File: config.mk
export PLATFORM = sky130hd
export DESIGN_NAME = agc_gain_ctl
export DESIGN_NICKNAME = d
export VERILOG_FILES = /design/src/rtl/agc_gain_ctl.sv
export SDC_FILE = /design/constraint.sdc
export NUM_CORES = 1
export LEC_CHECK = 0
export ABC_AREA = 1
export CORE_UTILIZATION = 34
export CTS_CLUSTER_SIZE = 10
export DETAILED_ROUTE_END_ITERATION = 10
export GPL_TIMING_DRIVEN = 0
export SYNTH_ARGS = -nofsm -noshare
export SYNTH_HDL_FRONTEND = slang
export SYNTH_SLANG_ARGS = --single-unit
File: constraint.sdc
create_clock -name clk -period 1.6 [get_ports clk]
set_input_delay 0.4 -clock clk [delete_from_list [all_inputs] [get_ports clk]]
set_output_delay 0.4 -clock clk [all_outputs]
set_load 0.01 [all_outputs]
File: src/rtl/agc_gain_ctl.sv
// agc_gain_ctl: peak-driven AGC, fast attack / slow decay of an 8-bit gain word.
// Optional hang interval before decay is built only when AGC_HANG_EN is defined.
module agc_gain_ctl #(
  parameter logic [7:0] GINIT = 8'd128,
  parameter logic [6:0] HI    = 7'd96,
  parameter logic [6:0] LO    = 7'd48,
  parameter logic [7:0] ATK   = 8'd8,
  parameter logic [3:0] HANG  = 4'd15
) (
  input  logic       clk,
  input  logic       rst,
  input  logic       stb,
  input  logic [6:0] max,
  output logic       clr,
  output logic [7:0] gain,
  output logic       hold,
  output logic       busy
);
  typedef enum logic [1:0] {IDLE, LATCH, EVAL} state_t;
  state_t state;
  logic [6:0] pk;
  logic [8:0] dec, inc;
  logic [7:0] gdec, ginc;
  assign dec  = {1'b0, gain} - {1'b0, ATK};
  assign inc  = {1'b0, gain} + 9'd1;
  assign gdec = dec[8] ? 8'd0 : dec[7:0];
  assign ginc = inc[8] ? 8'hff : inc[7:0];
`ifdef AGC_HANG_EN
  logic [3:0] hang;
  assign hold = hang != 4'd0;
`else
  assign hold = 1'b0;
`endif
  always_ff @(posedge clk) begin
    if (!rst) begin
      state <= IDLE;
      gain  <= GINIT;
      pk    <= 7'd0;
      clr   <= 1'b0;
      busy  <= 1'b0;
`ifdef AGC_HANG_EN
      hang  <= 4'd0;
`endif
    end else begin
      case (state)
        IDLE: if (stb) begin
          pk    <= max;
          state <= LATCH;
          clr   <= 1'b1;
          busy  <= 1'b1;
        end
        LATCH: begin
          clr   <= 1'b0;
          state <= EVAL;
        end
        EVAL: begin
          state <= IDLE;
          busy  <= 1'b0;
          if (pk > HI) begin
            gain <= gdec;
`ifdef AGC_HANG_EN
            hang <= HANG;
`endif
          end else if (pk < LO) begin
`ifdef AGC_HANG_EN
            if (hang != 4'd0) hang <= hang - 4'd1;
            else gain <= ginc;
`else
            gain <= ginc;
`endif
          end
        end
        default: state <= IDLE;
      endcase
    end
  end
endmodule

Word-level counts from Yosys, hierarchy flattened
Cells that the tools add are included.
{"block": "classes", "add_sub_neg": 2, "magnitude_cmp": 2, "eq_ne": 3, "mux": 9, "reduce_logical": 8}
{"cell": "$mux W8", "n": 4}
{"cell": "$add A8 B1 Y9 const B", "n": 1}
{"cell": "$sub A8 B4 Y9 const B", "n": 1}
{"cell": "$reduce_and A2 Y1", "n": 4}
{"cell": "$gt A7 B7 Y1 const B", "n": 1}
{"cell": "$lt A7 B6 Y1 const B", "n": 1}
{"cell": "$reduce_bool A2 Y1", "n": 3}
{"cell": "$pmux W1 S2", "n": 2}
{"cell": "$pmux W2 S2", "n": 1}
{"cell": "$eq A2 B1 Y1 const B", "n": 1}
{"cell": "$eq A2 B2 Y1 const B", "n": 1}
{"cell": "$logic_not A2 Y1", "n": 1}
{"cell": "$mux W2", "n": 1}
{"cell": "$ne A2 B2 Y1 const B", "n": 1}
{"cell": "$mux W1", "n": 1}
{"block": "totals", "regBits": 19, "in_bits": 10}

Depth between registers and ports, before layout
Gate-level depths: netlist of run 1.
{"block": "depth", "ltp_word": 4, "mapped_depth": 9, "mapped_depth_nobuf": 9}

Least setup slack after synthesis of run 1
No wires, ideal clock.
{"block": "synth_timing", "kind": "register to register", "start": "register gain[0]", "end": "register gain[2]", "setup_time_ns": 0.066, "arrival_ns": 1.253, "setup_slack_ns": 0.281, "path_stages_with_launch": 8, "synth_period_minus_slack_ns": 1.319, "path_cell_list": "dfxtp_1 > ha_1 > nand3_2 > nor2_4 > nand2_2 > o21ai_0 > nand2_1 > a21oi_2"}
{"block": "synth_via", "elab_chain_cells": 4, "word_cells_on_any_way": 6, "classes_between": "add/sub: 2; mux: 4"}
{"item": "start, declared", "line": "15", "text": "output logic [7:0] gain,"}
{"item": "start signal, assigned", "line": "60", "text": "gain <= gdec;"}
{"item": "start signal, assigned", "line": "69", "text": "gain <= ginc;"}
{"item": "$add A8 B1 Y9", "line": "25", "text": "assign inc = {1'b0, gain} + 9'd1;"}
{"item": "$mux W8", "line": "27", "text": "assign ginc = inc[8] ? 8'hff : inc[7:0];"}
{"item": "$mux W8", "line": "64", "text": "end else if (pk < LO) begin"}
{"item": "$mux W8 (*)", "line": "59", "text": "if (pk > HI) begin"}
Every way passes the cells marked *; elsewhere a longest branch is shown, timed or not. The select of a mux whose other input is x is not followed.
A chain may end at the register's enable or synchronous reset.

Final worst setup path of run 1
Ends and elaborated chain as after synthesis.

==> impl_metrics.py, run 1 <==
metrics = {
    "worst_setup_path": {
        "r2r_start": "gain[0]",
        "crit_path_end_kind": "flop",
        "startpoint_type": "flop",
        "crit_slowest_cell": "dfxtp_2",
        "crit_start": "gain[0]",
        "cp_data_required_time_ns": 1.83,
        "path_cells": "ha_1 -> nand3_2 -> nor2_4 -> nand2_2 -> o21ai_0 -> nand2_1 -> a21oi_2",
        "slowest_delay_ns": 0.39,
        "arrival_ns": 1.60,
        "path_class": "flop to flop",
        "worst-path-max-fanout": 6,
    },
    "die": {
        "io_pins": 21,
        "rows": 19,
        "initial_utilization_pct": 37.11,
        "core_sq_um": 2853,
        "die-height_um": 57.80,
        "dieArea_sq_um": 3340,
        "die_x_um": 57.80,
    },
    "routing": {
        "vias": 1006,
        "avgRoutedWirePerCell_um": 10.13,
        "avgViaCountPerCell": 4.657,
        "ant_nets": 0,
        "wirelength_um": 2189,
        "dr.pass1.iters": 7,
        "drc": 1,
        "drtIter0Drc": 28,
    },
    "clocking": {
        "cts_root_buffer": "clkbuf_4",
        "cts_buffers": 3,
        "ctsHoldBuffers": 0,
        "cts_setup_buffers": 0,
        "clk_path_buf_depth": 2,
        "cts_tree": "built",
        "clk_pin_slew_worst_paths_ns": 0.11,
        "htree_levels": 1,
        "clock_latency_ns": 0.29,
        "clock-sinks": 19,
    },
    "global_routing": {
        "grt_overflow": 0,
        "grtUsageTotal_pct": 15.23,
        "grt_pass1_wl_um": 4022,
        "grt_pass1_vias": 988,
        "grt_max_degree": 11,
        "antenna_found_initial": 0,
    },
    "power": {
        "totalPowerFinal_mw": 0.9355,
        "power_frac_seq_pct": 55.7,
        "ir_worst_vdd_v": 0.0005060,
        "power_density_nw_per_um2": 707.4,
        "internal-power_mw": 0.6740,
        "clockPowerShare_pct": 26.2,
        "cellLeakagePower_nw": 0.6840,
        "p_sw_mw": 0.2615,
        "comb_power_share_pct": 18.0,
        "switching_share_pct": 27.96,
    },
    "yosys": {
        "ys_ff_latch": 19,
        "synth_area_sq_um": 1059,
        "syn_nets": 175,
        "yosysSeqAreaShare_pct": 35.93,
        "ys_warn_count": 0,
        "ys_types": 21,
        "synthCells": 162,
        "syn-mean-instance-area_sq_um": 6.534,
    },
    "finish": {
        "fin_nets": 199,
        "seqCellArea_sq_um": 394.1,
        "final_common_cell": "nand2_1",
        "num_antenna_cells": 0,
        "fill_cells": 318,
        "layout_common_cells": "41 x nand2_1, 28 x nor2_1, 20 x inv_1",
        "fin_area_sq_um": 1323,
        "area_growth_pct": 24.94,
        "drive_above_1_share_pct": 11.35,
        "multi_input_area_sq_um": 585.6,
    },
    "run": {
        "cap_viol_max_count": 0,
    },
    "placement": {
        "dpl_cell_area_sq_um": 1287,
        "io_buffers": 19,
        "dp_hpwl_um": 1681,
        "place_congestion": 0.8226,
    },
    "sta": {
        "worst_hold_slack_ns": 0.4692,
        "finalCriticalPeriod_ns": 1.370,
        "finalSetupViolCount": 0,
        "finalHoldViolations": 0,
        "max_freq_ghz": 0.7301,
        "finalCritPeriodShare_pct": 85.60,
        "fin_tns_setup_ns": 0,
        "rsz0062_at_grt": "false",
        "finClkSkew_ns": 0.006988,
        "report.final.slew_viol_count": 0,
    },
    "hold_path": {
        "hp-class": "flop to flop",
        "hold_start": "pk[2]",
    },
    "outcome": {
        "status": "finished, violations left",
        "failed_checks": "DRC",
    },
}
[logic make-up (layout without fill, tap and decap cells)]
logic type	count (synthesis)	in the layout	synth area share (%)
compound gates	24	24	11.94
xor+xnor	3	3	2.483
fa+ha+maj	3	3	3.546
buf+inv	23	46	8.746
flops	19	19	35.93
other cells	1	1	0.3543
simple gates	89	89	37.00
[power groups by stage]
stage / registers (mW) / logic (mW) / clock network [mW]
after floorplan: 0.536 / 0.106 / 0
after global placement: 0.534 / 0.173 / 0
after detailed placement: 0.535 / 0.174 / 0
after CTS: 0.522 / 0.171 / 0.254
after global routing: 0.528 / 0.193 / 0.281
final: 0.522 / 0.169 / 0.245
[final cells by class]
cell class | count | area share [%]
well taps | 31 | 2.933
plain buffers | 3 | 1.325
multi-input cells | 120 | 44.28
repair buffers | 19 | 14.00
inverters | 20 | 5.676
clock buffers | 4 | 1.987
flip-flops and latches | 19 | 29.80
[registers in the layout (all words and copies together), names as in the netlist]
signal and flops:
busy 1, clr 1, gain 8, pk 7, state 2
[routing by layer]
layer | global-route usage [%] | vias up | part of all wire (%)
met1 | 19.86 | 430 | 48
met4 | 5.102 | 0 | 0.69
met3 | 2.679 | 2 | 4.2
li1 | - | 552 | -
met5 | 0 | - | 0
met2 | 25.58 | 22 | 47
[worst max-delay path: cells and delay by family (launching register included)]
| kind | cells | cell delay, ns |
|---|---|---|
| adder cells (fa/ha/maj) | 1 | 0.21 |
| AND/OR/NAND/NOR | 4 | 0.46 |
| flip-flops | 1 | 0.39 |
| AO/OA/AOI/OAI | 2 | 0.23 |
[path summary, 6_finish.rpt]
| kind | endpoint | slack, ns | depth (start not counted) |
|---|---|---|---|
| worst max-delay path | gain[2] | 0.23 | 7 |
| worst min register to register | pk[2] | 0.47 | 2 |
| worst max register to register | gain[2] | 0.23 | 7 |
| worst min-delay path | pk[2] | 0.47 | 2 |
[cells in the mapped netlist]
| master | instances | share of area (%) |
|---|---|---|
| nand2_1 | 41 | 15 |
| nor2_1 | 28 | 9.9 |
| inv_1 | 20 | 7.1 |
| dfxtp_1 | 19 | 36 |
| o21ai_0 | 14 | 6.6 |
| nand3_1 | 12 | 5.7 |
| a21oi_1 | 8 | 3.8 |
| ha_1 | 3 | 3.5 |
| xor2_1 | 3 | 2.5 |
| nand3_2 | 2 | 1.9 |
| nor2_4 | 2 | 2.1 |
| a211oi_1 | 1 | 0.71 |
| a21oi_2 | 1 | 0.83 |
| buf_2 | 1 | 0.47 |
| buf_4 | 1 | 0.71 |
| clkbuf_2 | 1 | 0.47 |
| conb_1 | 1 | 0.35 |
| nand2_2 | 1 | 0.59 |
| nand2_4 | 1 | 1.1 |
| nand4_1 | 1 | 0.59 |
| nor2_2 | 1 | 0.59 |
[timing repair]
| action | 4_1_cts | 5_1_grt |
|---|---|---|
| gates resized for setup | 17 | 2 |
| setup endpoints to repair | 8 | 2 |
| hold endpoints to repair | 0 | 0 |
[metrics by stage]
| step | setup WS (ns) | cells | util (%) |
|---|---|---|---|
| 2_1_floorplan | 0.2809 | 162 | - |
| 3_3_place_gp | 0.1132 | 212 | 45.13 |
| 3_5_place_dp | 0.1133 | 212 | 45.13 |
| 4_1_cts | 0.01114 | 216 | 46.18 |
| 5_1_grt | 0.04905 | 216 | 46.36 |
| 6_report | 0.2303 | 216 | 46.36 |
Power figures use the tool's default switching activity.
==> inputs of run 2 (changes only) <==
- DONT_BUFFER_PORTS: not set -> 1
- GPL_TIMING_DRIVEN: 0 -> not set
- SLEW_MARGIN: not set -> 20
==> run 2 against run 1 <==
Effect of this change:
- the flow still finishes with violations (DRC)
- flip-flop and latch count did not move
- worst hold slack lost 0.27 ns
- clock skew is 0.0057 ns lower
- maximum frequency shrank 5.0%
- clock power up 7%
- design area shrank 15%
- sequential power grew 1%
- via count decreased by 4.9%
- clock-buffer cell count is 1 lower
- first-iteration DRC count grew 93%
==> impl_metrics.py, run 2 (synthesized netlist as in run 1, its figures left out) <==
metrics = {
    "clocking": {
        "clk_path_buf_depth": 2,
        "htree_levels": 1,
        "ctsHoldBuffers": 0,
        "cts_resized": 0,
        "clk_pin_slew_worst_paths_ns": 0.12,
        "cts_tree": "built",
        "clock-sinks": 19,
        "cts_buffers": 3,
        "cts_root_buffer": "clkbuf_4",
        "clock_latency_ns": 0.31,
        "cts_setup_buffers": 0,
    },
    "power": {
        "ir_worst_vdd_v": 0.0005891,
        "power_density_nw_per_um2": 812.2,
        "cellLeakagePower_nw": 0.5476,
        "totalPowerFinal_mw": 0.9135,
    },
    "placement": {
        "place_congestion": 0.8175,
        "place_ws_ns": 0.1913,
        "dpl_cell_area_sq_um": 1095,
        "io_buffers": 0,
        "place_inst": 192,
        "dp_hpwl_um": 1696,
    },
    "global_routing": {
        "grt_max_degree": 13,
        "grt_overflow": 0,
        "antenna_found_initial": 0,
        "grtUsageTotal_pct": 14.48,
        "grt_pass1_wl_um": 3774,
        "grt_pass1_vias": 871,
    },
    "worst_setup_path": {
        "startpoint_type": "flop",
        "cp_data_required_time_ns": 1.86,
        "arrival_ns": 1.70,
        "worst-path-max-fanout": 6,
        "path_class": "flop to flop",
        "crit_path_end_kind": "flop",
        "crit_start": "gain[3]",
        "r2r_start": "gain[3]",
    },
    "outcome": {
        "failed_checks": "DRC",
        "status": "finished, violations left",
    },
    "hold_path": {
        "hold_start": "rst",
        "hp-class": "input port to flop",
    },
    "sta": {
        "finalCritPeriodShare_pct": 90.12,
        "finalCriticalPeriod_ns": 1.442,
        "finalHoldViolations": 0,
        "finClkSkew_ns": 0.001238,
        "report.final.slew_viol_count": 0,
        "finalSetupViolCount": 0,
        "max_freq_ghz": 0.6935,
        "worst_hold_slack_ns": 0.2004,
        "setup_ws_ns": 0.1581,
        "fin_tns_setup_ns": 0,
        "rsz0062_at_grt": "false",
    },
    "die": {
        "dieArea_sq_um": 3340,
        "io_pins": 21,
        "rows": 19,
        "die-height_um": 57.80,
        "core_sq_um": 2853,
        "initial_utilization_pct": 37.11,
        "die_x_um": 57.80,
    },
    "finish": {
        "reg.largest.list": "gain: 8 flops, pk: 7 flops, state: 2 flops",
        "layout_common_cells": "41 x nand2_1, 28 x nor2_1, 20 x inv_1",
        "fill_cells": 313,
        "largest_reg_flops": 8,
        "area_growth_pct": 6.265,
        "num_antenna_cells": 0,
        "drive_above_1_share_pct": 8.485,
        "top_register": "gain",
        "fin_area_sq_um": 1125,
        "utilization_pct": 39.43,
        "final_common_cell": "nand2_1",
        "final_cells": 196,
        "fin_nets": 179,
    },
    "routing": {
        "drtIter0Drc": 54,
        "avgRoutedWirePerCell_um": 11.05,
        "wirelength_um": 2166,
        "dr.pass1.iters": 7,
        "avgViaCountPerCell": 4.883,
        "drc": 1,
        "vias": 957,
        "ant_nets": 0,
    },
    "run": {
        "cap_viol_max_count": 0,
    },
}
-- run 2: changes by cell type in the layout (fill, tap and decap cells not counted), moves of 2 or more --
cell | previous run | this run
clkdlybuf4s50_1 | 9 | 0
dlymetal6s2s_1 | 2 | 0
dfxtp_2 | 5 | 0
dfxtp_4 | 2 | 0
dfxtp_1 | 12 | 19
dlygate4sd2_1 | 8 | 0
-- run 2: critical path, stage by stage (launching register included) --
cell,delay [ns]
dfxtp_1,0.50
inv_1,0.16
ha_1,0.25
nand3_1,0.11
xor2_1,0.15
nand2_1,0.07
nand2_1,0.06
nand2_1,0.04
nand2_1,0.06
-- run 2: final timing paths --
check | to | slack (ns) | cells after the start
setup / recovery | gain[7] | 0.16 | 8
hold / removal | gain[5] | 0.20 | 2
setup reg to reg | gain[7] | 0.16 | 8
hold reg to reg | state[1] | 0.47 | 2
-- run 2: area by class of cell --
class,count,area [sq um],share of cell area (%)
multi-input cells,120,585.6,52.06
flip-flops and latches,19,380.4,33.82
inverters,20,75.07,6.674
well taps,31,38.79,3.448
clock buffers,3,22.52,2.002
repair buffers,2,15.01,1.335
clock inverters,1,7.507,0.6674
-- run 2: routing by layer --
layer,up-vias,track usage [%],wire length [um]
li1,510,-,-
met1,418,18.61,1011
met2,27,24.42,1013
met3,2,4.688,128
met4,0,2.041,13
met5,-,0,0
-- run 2: where the power goes --
group,internal [mW],total [mW],switching [mW]
sequential,0.502,0.529,0.0273
combinational,0.0439,0.123,0.0794
clock,0.0954,0.261,0.166
==> inputs of run 3 (changes only) <==
- CTS_CLUSTER_SIZE: 10 -> not set
==> results of run 3 <==
The final DEF is identical to that of run 2; final timing and power are the same.
